[src/rtl/eeprom_image_loader_pkg.sv]
// Shared types and widths for the EEPROM-to-RAM boot image loader.
package eeprom_loader_pkg;

    localparam int EE_ADDR_W = 17;
    localparam int LEN_W     = 18;

    typedef enum logic [2:0] {
        ST_IDLE      = 3'd0,
        ST_REQ       = 3'd1,
        ST_REQ_LOW   = 3'd2,
        ST_WAIT_DATA = 3'd3,
        ST_WRITE     = 3'd4,
        ST_NEXT      = 3'd5,
        ST_DONE      = 3'd6,
        ST_ERR       = 3'd7
    } state_t;

    // EEPROM byte addresses wrap at the top of the 128 KiB space.
    function automatic logic [EE_ADDR_W-1:0] next_addr(input logic [EE_ADDR_W-1:0] addr);
        return addr + {{(EE_ADDR_W-1){1'b0}}, 1'b1};
    endfunction

endpackage

[src/rtl/eeprom_image_loader_if.sv]
// Handshake bundle between the loader, the I2C EEPROM reader and the RAM arbiter.
interface eeprom_image_loader_if;
    import eeprom_loader_pkg::*;

    logic                 ee_read_req;
    logic [EE_ADDR_W-1:0] ee_address;
    logic                 ee_ready;
    logic [7:0]           ee_data;
    logic                 mem_we;
    logic [EE_ADDR_W-1:0] mem_addr;
    logic [7:0]           mem_wdata;
    logic                 mem_ack;

    modport master (
        output ee_read_req, ee_address, mem_we, mem_addr, mem_wdata,
        input  ee_ready, ee_data, mem_ack
    );

    modport slave (
        input  ee_read_req, ee_address, mem_we, mem_addr, mem_wdata,
        output ee_ready, ee_data, mem_ack
    );

endinterface

[src/rtl/eeprom_image_loader_watchdog.sv]
// Per-byte watchdog: counts enabled cycles, saturates and flags expiry at all-ones.
module loader_watchdog #(
    parameter int TIMEOUT_W = 20
) (
    input  logic clk,
    input  logic rst,
    input  logic clear,
    input  logic enable,
    output logic expired
);

    logic [TIMEOUT_W-1:0] count_r;
    logic                 full_s;

    assign full_s  = &count_r;
    assign expired = full_s;

    // Watchdog counter; clear wins over enable, saturates at all-ones.
    always_ff @(posedge clk or posedge rst) begin
        if (rst) begin
            count_r <= {TIMEOUT_W{1'b0}};
        end else if (clear) begin
            count_r <= {TIMEOUT_W{1'b0}};
        end else if (enable && !full_s) begin
            count_r <= count_r + {{(TIMEOUT_W-1){1'b0}}, 1'b1};
        end else begin
            count_r <= count_r;
        end
    end

endmodule

[src/rtl/eeprom_image_loader.sv]
// Boot sequencer copying a byte image from the EEPROM reader into RAM, one request per byte.
module eeprom_image_loader
    import eeprom_loader_pkg::*;
#(
    parameter int TIMEOUT_W  = 20,
    parameter bit AUTO_START = 1'b1
) (
    input  logic                 clk,
    input  logic                 rst,
    input  logic                 start,
    input  logic [EE_ADDR_W-1:0] base_addr,
    input  logic [LEN_W-1:0]     length,
    eeprom_image_loader_if.master bus,
    output logic                 busy,
    output logic                 done,
    output logic                 error,
    output logic [LEN_W-1:0]     bytes_loaded
);

    localparam logic [LEN_W-1:0] LEN_ZERO = {LEN_W{1'b0}};
    localparam logic [LEN_W-1:0] LEN_ONE  = {{(LEN_W-1){1'b0}}, 1'b1};

    state_t               state_r;
    state_t               state_s;
    logic                 auto_r;
    logic [EE_ADDR_W-1:0] cursor_r;
    logic [LEN_W-1:0]     remaining_r;
    logic                 ee_read_req_r;
    logic                 mem_we_r;
    logic [EE_ADDR_W-1:0] mem_addr_r;
    logic [7:0]           mem_wdata_r;
    logic                 busy_r;
    logic                 done_r;
    logic                 error_r;
    logic [LEN_W-1:0]     bytes_loaded_r;
    logic                 load_go_s;
    logic                 wd_clear_s;
    logic                 wd_enable_s;
    logic                 wd_expired_s;

    assign bus.ee_read_req = ee_read_req_r;
    assign bus.ee_address  = cursor_r;
    assign bus.mem_we      = mem_we_r;
    assign bus.mem_addr    = mem_addr_r;
    assign bus.mem_wdata   = mem_wdata_r;
    assign busy            = busy_r;
    assign done            = done_r;
    assign error           = error_r;
    assign bytes_loaded    = bytes_loaded_r;

    loader_watchdog #(
        .TIMEOUT_W (TIMEOUT_W)
    ) u_watchdog (
        .clk     (clk),
        .rst     (rst),
        .clear   (wd_clear_s),
        .enable  (wd_enable_s),
        .expired (wd_expired_s)
    );

    // State register.
    always_ff @(posedge clk or posedge rst) begin
        if (rst) begin
            state_r <= ST_IDLE;
        end else begin
            state_r <= state_s;
        end
    end

    // Next-state decode and watchdog control.
    always_comb begin
        state_s     = state_r;
        load_go_s   = 1'b0;
        wd_clear_s  = 1'b0;
        wd_enable_s = 1'b0;
        case (state_r)
            ST_IDLE: begin
                load_go_s = start | auto_r;
                if (load_go_s) begin
                    if (length == LEN_ZERO) begin
                        state_s = ST_DONE;
                    end else begin
                        state_s = ST_REQ;
                    end
                end else begin
                    state_s = ST_IDLE;
                end
            end
            ST_REQ: begin
                wd_clear_s = 1'b1;
                state_s    = ST_REQ_LOW;
            end
            // Counting starts here so expiry lands after 2^TIMEOUT_W-1 waiting cycles.
            ST_REQ_LOW: begin
                wd_enable_s = 1'b1;
                state_s     = ST_WAIT_DATA;
            end
            ST_WAIT_DATA: begin
                if (bus.ee_ready) begin
                    state_s = ST_WRITE;
                end else begin
                    wd_enable_s = 1'b1;
                    if (wd_expired_s) begin
                        state_s = ST_ERR;
                    end else begin
                        state_s = ST_WAIT_DATA;
                    end
                end
            end
            ST_WRITE: begin
                if (bus.mem_ack) begin
                    state_s = ST_NEXT;
                end else begin
                    state_s = ST_WRITE;
                end
            end
            ST_NEXT: begin
                if (remaining_r == LEN_ONE) begin
                    state_s = ST_DONE;
                end else begin
                    state_s = ST_REQ;
                end
            end
            ST_DONE: state_s = ST_IDLE;
            ST_ERR:  state_s = ST_IDLE;
            default: state_s = ST_IDLE;
        endcase
    end

    // Datapath and registered outputs.
    always_ff @(posedge clk or posedge rst) begin
        if (rst) begin
            auto_r         <= AUTO_START;
            cursor_r       <= {EE_ADDR_W{1'b0}};
            remaining_r    <= LEN_ZERO;
            ee_read_req_r  <= 1'b0;
            mem_we_r       <= 1'b0;
            mem_addr_r     <= {EE_ADDR_W{1'b0}};
            mem_wdata_r    <= 8'h00;
            busy_r         <= 1'b0;
            done_r         <= 1'b0;
            error_r        <= 1'b0;
            bytes_loaded_r <= LEN_ZERO;
        end else begin
            // High only while sitting in REQ, giving the reader a clean rising edge.
            ee_read_req_r <= (state_s == ST_REQ);
            case (state_r)
                ST_IDLE: begin
                    if (load_go_s) begin
                        auto_r         <= 1'b0;
                        cursor_r       <= base_addr;
                        remaining_r    <= length;
                        bytes_loaded_r <= LEN_ZERO;
                        done_r         <= 1'b0;
                        error_r        <= 1'b0;
                        busy_r         <= 1'b1;
                    end
                end
                ST_WAIT_DATA: begin
                    if (bus.ee_ready) begin
                        mem_wdata_r <= bus.ee_data;
                        mem_addr_r  <= bytes_loaded_r[EE_ADDR_W-1:0];
                        mem_we_r    <= 1'b1;
                    end
                end
                ST_WRITE: begin
                    if (bus.mem_ack) begin
                        mem_we_r       <= 1'b0;
                        bytes_loaded_r <= bytes_loaded_r + LEN_ONE;
                    end
                end
                ST_NEXT: begin
                    cursor_r    <= next_addr(cursor_r);
                    remaining_r <= remaining_r - LEN_ONE;
                end
                ST_DONE: begin
                    busy_r <= 1'b0;
                    done_r <= 1'b1;
                end
                ST_ERR: begin
                    busy_r  <= 1'b0;
                    error_r <= 1'b1;
                    done_r  <= 1'b0;
                end
                default: begin
                    busy_r <= busy_r;
                end
            endcase
        end
    end

endmodule
[src/flat_wrapper.sv]
// flat-port wrapper written by rule: the top's interface ports become plain ports
module eeprom_image_loader_flat import eeprom_loader_pkg::*;
#(
    parameter int TIMEOUT_W  = 20,
    parameter bit AUTO_START = 1'b1
)
  (clk, rst, start, base_addr, length, busy, done, error, bytes_loaded, bus_ee_read_req, bus_ee_address, bus_mem_we, bus_mem_addr, bus_mem_wdata, bus_ee_ready, bus_ee_data, bus_mem_ack);
  eeprom_image_loader_if bus_i ();
  input  logic clk;
  input  logic rst;
  input  logic start;
  input  logic [EE_ADDR_W-1:0] base_addr;
  input  logic [LEN_W-1:0] length;
  output logic busy;
  output logic done;
  output logic error;
  output logic [LEN_W-1:0] bytes_loaded;
  output wire logic [$bits(bus_i.ee_read_req)-1:0] bus_ee_read_req;
  output wire logic [$bits(bus_i.ee_address)-1:0] bus_ee_address;
  output wire logic [$bits(bus_i.mem_we)-1:0] bus_mem_we;
  output wire logic [$bits(bus_i.mem_addr)-1:0] bus_mem_addr;
  output wire logic [$bits(bus_i.mem_wdata)-1:0] bus_mem_wdata;
  input wire logic [$bits(bus_i.ee_ready)-1:0] bus_ee_ready;
  input wire logic [$bits(bus_i.ee_data)-1:0] bus_ee_data;
  input wire logic [$bits(bus_i.mem_ack)-1:0] bus_mem_ack;
  assign bus_ee_read_req = bus_i.ee_read_req;
  assign bus_ee_address = bus_i.ee_address;
  assign bus_mem_we = bus_i.mem_we;
  assign bus_mem_addr = bus_i.mem_addr;
  assign bus_mem_wdata = bus_i.mem_wdata;
  assign bus_i.ee_ready = bus_ee_ready;
  assign bus_i.ee_data = bus_ee_data;
  assign bus_i.mem_ack = bus_mem_ack;
  eeprom_image_loader #(.TIMEOUT_W(TIMEOUT_W), .AUTO_START(AUTO_START)) u_core (.clk(clk), .rst(rst), .start(start), .base_addr(base_addr), .length(length), .bus(bus_i), .busy(busy), .done(done), .error(error), .bytes_loaded(bytes_loaded));
endmodule
[config.mk]
export PLATFORM = sky130hd
export DESIGN_NAME = eeprom_image_loader_flat
export DESIGN_NICKNAME = d
export VERILOG_FILES = /design/src/rtl/eeprom_image_loader_pkg.sv /design/src/rtl/eeprom_image_loader_if.sv /design/src/rtl/eeprom_image_loader_watchdog.sv /design/src/rtl/eeprom_image_loader.sv /design/src/flat_wrapper.sv
export SDC_FILE = /design/constraint.sdc
export NUM_CORES = 1
export LEC_CHECK = 0
export ABC_AREA = 1
export CAP_MARGIN = 20
export CORE_ASPECT_RATIO = 0.8
export CORE_MARGIN = 4
export CORE_UTILIZATION = 40
export DETAILED_ROUTE_END_ITERATION = 12
export DONT_BUFFER_PORTS = 1
export GPL_TIMING_DRIVEN = 0
export PLACE_DENSITY = 0.59
export SLEW_MARGIN = 20
export SYNTH_ARGS = -nofsm -noshare
export SYNTH_HDL_FRONTEND = slang
export SYNTH_HIERARCHICAL = 1
export SYNTH_SLANG_ARGS = --single-unit
[constraint.sdc]
create_clock -name clk -period 5.65 [get_ports clk]
set_input_delay 0.8475 -clock clk [delete_from_list [all_inputs] [get_ports clk]]
set_output_delay 0.8475 -clock clk [all_outputs]
set_load 0.01 [all_outputs]
==> results.toml, run 1 <==
[run_status]
status = "finished clean"

[sta]
finalCriticalPeriod_ns = 2.004
finalSetupViolCount = 0
timing.final.max_slew_violations = 0
max_freq_mhz = 499.1
hold_viol = 0
max_slew_margin = 0.4449
worst_pin_slew_ns = 0.8317
fin_tns_setup_ns = 0
fin_worst_skew_ns = 0.01324
timing.final.crit_share = 0.3546
rsz0062_at_grt = "no"

[synth]
ys_ff_latch = 107
syn_inst = 855
synth_top_area_frac = 0.4283
synth-main-ff-cell = "dfrtp_1"
syn_nets = 908
synth_most_common_cell = "nand2_1"
synth_cell_types = 42
ys_top_cells_by_area = "dfrtp_1 43%, nand2_1 15%, nand3_1 6.3%"
synth_warnings = 6
ys_seq_area_frac = 0.4325
synth_edf_count = 0
synth_common_cells = "250 x nand2_1, 106 x dfrtp_1, 100 x nor2_1"
syn_avg_cell_area_sq_um = 7.244
yosysTopAreaCell = "dfrtp_1"
synthesis.area_sq_um = 6193
synthArstFlopShare = 1.000

[die]
die_area_sq_um = 17550
ios = 113
initial_core_util = 0.4098
die_x_um = 147.1
core_area_sq_um = 15110
placementRows = 40
fp.dieH_um = 119.3

[finish]
drive_gt1_frac = 0.08830
stdcell_count = 1082
diodes = 0
nets = 920
area_delta_synth_final_pct = 9.515

[critical_path]
crit_family = "buffers and inverters"
worstSetupStartpointType = "flop"
worst-r2r-cell-count = 9
reg2reg_from = "u_core/state_r[0]"
crit_path_end_kind = "flop"
worstPathRequired_ns = 5.89
cp_slowest_cell = "dfrtp_1"
r2r_end = "u_core/u_watchdog/count_r[6]"
worst_path_most_repeated_cell = "nand2_1"
cp_cell_sequence = "inv_2, nor3_1, clkbuf_1, inv_1, nand2_4, clkinv_2, buf_6, nand2_1, nand2_1"
r2r_slack_ns = 3.65
cp-startpoint = "u_core/state_r[0]"
crit_buf_inv = 5
max_stage_delay_ns = 0.43
worst-path-max-fanout = 10
critical_path_class = "flop to flop"
arrival_ns = 2.24

[clock_tree]
cts_root_buf = "clkbuf_16"
cts_htree_levels = 3
clk_pin_slew_worst_paths_ns = 0.08
cts_buffers = 9
cts_buffer_depth = 2
tritoncts = "yes"
cts_hold_buf = 0
cts_setup_buffers = 0
clkSinkCount = 107
post_cts_resized = 0
worstSkewPairLatency_ns = 0.36

[route]
finalWirelength_um = 17420
vias_per_cell = 5.160
dr.pass1.iters = 5
via_count = 5583
drt_iter0_drc = 445
wl_per_cell_um = 16.10
drtAntennaViolNets = 0
drc = 0

[global_routing]
grt_pass1_wl_um = 28270
overflow = 0
grt_max_degree = 67
globalRouteTotalUtil = 0.2003
first_global_vias = 5236
antenna_found_initial = 0

[worst_hold_path]
hold_path.class = "primary input to asynchronous set/reset pin"

[placement]
dp.cells = 1066
gp_congestion = 0.8839
io_buffer_count = 0
dp_hpwl_um = 12870

[pwr]
ir_worst_vdd_mv = 0.1838
powerDensity_nw_per_um2 = 440.1
power_w = 0.002985
p_leak_nw = 3.084

[run]
maxCapViolations = 0
-- worst max path at each step --
| stage | slack, ns | endpoint | cells past startpoint |
|---|---|---|---|
| 2_1_floorplan | 2.55 | u_core/bus.ee_address[0] | 1 |
| 3_3_place_gp | 1.33 | u_core/bus.mem_addr[15] | 1 |
| 3_5_place_dp | 3.53 | u_core/u_watchdog/count_r[0] | 7 |
| 4_1_cts | 3.62 | u_core/u_watchdog/count_r[6] | 9 |
| 5_1_grt | 3.47 | u_core/u_watchdog/count_r[5] | 9 |
| 6_report | 3.65 | u_core/u_watchdog/count_r[6] | 9 |
-- kinds of logic (layout without fill, tap and decap cells) --
kind of cell / Yosys count / after routing / share of synthesized area
muxes: 9 / 9 / 0.01636
buffers and inverters: 123 / 140 / 0.08202
DFF: 107 / 107 / 0.4325
xor gates and xnor gates: 7 / 7 / 0.009899
AOI/OAI and AO/OA: 103 / 103 / 0.09556
and+or+nand+nor: 501 / 501 / 0.3535
adders and majority gates: 5 / 5 / 0.01010
-- report_power, final --
group / internal [W] / switching (W) / total, W
sequential: 0.000989 / 0.000303 / 0.00129
combinational: 0.000355 / 0.000706 / 0.00106
clock: 0.000320 / 0.000313 / 0.000633
total: 0.00166 / 0.00132 / 0.00299
-- per-layer routing --
layer  vias up  routed length (um)  GRT usage  part of all wire
li1       2802                   -          -                 -
met1      2625                8433     0.2843              0.48
met2       143                7631     0.3029              0.44
met3        13                1193    0.06162             0.068
met4         0                 164    0.04133            0.0094
met5         -                   0          0                 0
-- layout make-up --
cell class,instances,area [sq um]
Tap cell,210,262.8
Timing Repair Buffer,1,27.53
Buffer,23,131.4
Fill cell,1588,8332
Inverter,100,381.6
Sequential cell,107,2679
Clock buffer,10,239.0
Multi-Input combinational cell,625,3007
Clock inverter,6,55.05
-- state kept, by name, summed over array words and instances, names as in the netlist, 3 cells and up --
register,flops
u_core/u_watchdog/count_r,20
u_core/bus.ee_address,17
u_core/bus.mem_wdata,8
u_core/bytes_loaded,18
u_core/remaining_r,18
u_core/state_r,3
u_core/bus.mem_addr,17
-- placed cells by master (no fill, tap or decap), types with 3 or more instances in the layout --
cell type  Yosys  layout
o211ai_1       8       8
o21ai_2        4       4
inv_2          6       6
clkbuf_16      0       9
nor2_1       100     100
nand4_1       28      28
inv_1         93      92
buf_4          5       5
clkbuf_1       7       7
a21oi_1       17      17
ha_1           5       5
mux2_2         9       9
nand3_1       78      78
xor2_1         5       5
o21a_1         4       4
nor3_1        19      19
nor2_4         4       4
nand2_2        3       3
a211oi_1       3       3
nand2_1      250     250
or2_2          5       5
dfrtp_1      106     106
o21ai_0       57      57
buf_2          9       9
nor2_2         5       5
-- metrics by stage --
| step | util | instance area, sq um | hold WS, ns | setup WS, ns |
|---|---|---|---|---|
| after floorplan | - | 6193 | 0.4242 | 2.554 |
| after global placement | 0.4272 | 6456 | 0.4292 | 1.325 |
| after detailed placement | 0.4293 | 6489 | 0.4341 | 3.534 |
| after CTS | 0.4488 | 6783 | 0.2873 | 3.623 |
| after global routing | 0.4488 | 6783 | 0.2906 | 3.470 |
| final | 0.4488 | 6783 | 0.2942 | 3.646 |
(Power assumes the default switching activity.)
==> run 2: changes to the inputs <==
- PLACE_DENSITY: 0.59 -> 0.61
- clock period: 5.65 -> 1.6 ns (I/O delays scaled with it)
==> results.toml, run 2 (synthesized netlist as in run 1, its figures left out) <==
[finish]
fill_cells = 1496
diodes = 0
regMostFlops = "u_core/u_watchdog/count_r"
area_delta_synth_final_pct = 25.05
final_common_cell = "nand2_1"
nets = 969
design_area_sq_um = 7745
stdcell_count = 1131
largest_reg_flops = 20
drive_gt1_frac = 0.2389
register_area_sq_um = 2708
multi_input_area_sq_um = 3403
layout_common_cells = "226 x nand2_1, 86 x inv_1, 83 x dfrtp_1"

[route]
drc = 0
wl_per_cell_um = 16.53
finalWirelength_um = 18700
drt_iter0_drc = 514
dr.pass1.iters = 5
via_count = 5933
drtAntennaViolNets = 0
vias_per_cell = 5.246

[critical_path]
path_depth = 11
crit_buf_inv = 1
crit_path_end_kind = "flop"
cp_slowest_cell = "dfrtp_1"
crit_family = "simple AND/OR/NAND/NOR gates"
max_stage_delay_ns = 0.41
worstPathRequired_ns = 1.89
arrival_ns = 1.95
worst-path-max-fanout = 5
critical_path_class = "flop to flop"
cp_cell_sequence = "ha_4, nand2_4, nor2_4, nand3_2, nor2_2, nand2_2, inv_2, or2_4, a31oi_4, nand3_2, nor2_2"
worstSetupStartpointType = "flop"
worst-r2r-cell-count = 11

[placement]
dp_hpwl_um = 13150
gp_congestion = 0.8923
dpl_worst_slack_ns = -0.4705
dp.cells = 1068
io_buffer_count = 0
placed_cell_area_sq_um = 6540

[die]
placementRows = 40
fp.dieH_um = 119.3
die_area_sq_um = 17550
core_area_sq_um = 15110
initial_core_util = 0.4098
die_x_um = 147.1
ios = 113

[clock_tree]
cts_buffers = 9
cts_buffer_depth = 2
clk_pin_slew_worst_paths_ns = 0.08
cts_htree_levels = 3
worstSkewPairLatency_ns = 0.36
cts_root_buf = "clkbuf_16"
clkSinkCount = 107
tritoncts = "yes"

[worst_hold_path]
min_path_cells = 2
hold_path.class = "primary input to flop"

[sta]
fin_worst_skew_ns = 0.01313
hold_viol = 0
finalSetupViolCount = 16
max_freq_mhz = 601.6
worst_slack_ns = -0.06237
timing.final.max_slew_violations = 0
worst_pin_slew_ns = 0.8192
timing.final.crit_share = 1.039
max_slew_margin = 0.4533
rsz0062_at_grt = "yes"
finalCriticalPeriod_ns = 1.662

[pwr]
powerDensity_nw_per_um2 = 1574
p_leak_nw = 3.444
ir_worst_vdd_mv = 0.7562

[run_status]
violations = "setup timing"
status = "finished, violations left"

[global_routing]
globalRouteTotalUtil = 0.2057
grt_max_degree = 29
antenna_found_initial = 0
grt_pass1_wl_um = 28950
overflow = 0
first_global_vias = 5357

[run]
maxCapViolations = 0
run 2: cell types whose count changed in the layout (fill, tap and decap cells not counted), moves of 8 or more:
| cell | before | now |
|---|---|---|
| nand2_1 | 250 | 226 |
| nor2_1 | 100 | 77 |
| nand2_2 | 3 | 19 |
| buf_4 | 5 | 40 |
| nand3_2 | 1 | 9 |
| nand3_1 | 78 | 68 |
| nor2_4 | 4 | 15 |
| nand2_4 | 2 | 10 |
| nor2_2 | 5 | 17 |
| dfrtp_1 | 106 | 83 |
| dfrtp_2 | 0 | 23 |
run 2: final cells by class:
class | instances | area share
flip-flops and latches | 107 | 0.3496
inverters | 100 | 0.05218
plain buffers | 23 | 0.02326
clock buffers | 10 | 0.03086
repair buffers | 49 | 0.06171
multi-input cells | 626 | 0.4394
well taps | 210 | 0.03393
clock inverters | 6 | 0.009047
run 2: what timing repair did:
item,in CTS,in global routing
pin swaps,11,29
setup endpoints to repair,63,76
cloned,0,3
hold buffers,6,0
setup buffers,11,28
gates resized for setup,55,105
hold endpoints to repair,42,0
run 2: power by group:
part / internal [W] / switching [W] / total, W
Clock: 0.00127 / 0.00108 / 0.00236
Combinational: 0.00210 / 0.00304 / 0.00514
Sequential: 0.00352 / 0.00118 / 0.00469
Total: 0.00689 / 0.00530 / 0.0122
run 2: routing by layer:
layer,up-vias,GRT usage,wire (um)
li1,2909,-,-
met2,185,0.3116,8423
met3,13,0.05668,1446
met1,2826,0.2909,8587
met5,-,0,0
met4,0,0.05413,242
run 2: per-stage QoR:
stage               TNS [ns]  power [W]  hold WS, ns  utilization
floorplan                  0   0.007186       0.2038            -
detailed placement    -14.21   0.008369       0.1604       0.4327
CTS                  -0.6859    0.01115     0.002678       0.4743
finish               -0.3855    0.01219      0.01682       0.5124
global route          -2.271    0.01302     0.002132       0.5124
global placement      -30.84   0.008284       0.3419       0.4277
run 2: path summary, 6_finish.rpt:
kind,from,to,slack (ns)
worst max-delay path,u_core/u_watchdog/count_r[0],u_core/bus.ee_read_req,-0.06
worst min-delay path,length[13],u_core/remaining_r[13],0.02
worst max register to register,u_core/u_watchdog/count_r[0],u_core/bus.ee_read_req,-0.06
worst min register to register,u_core/auto_r,u_core/auto_r,0.46
max in group asynchronous,rst,u_core/auto_r,0.44
min in group asynchronous,rst,u_core/bus.mem_addr[5],0.40
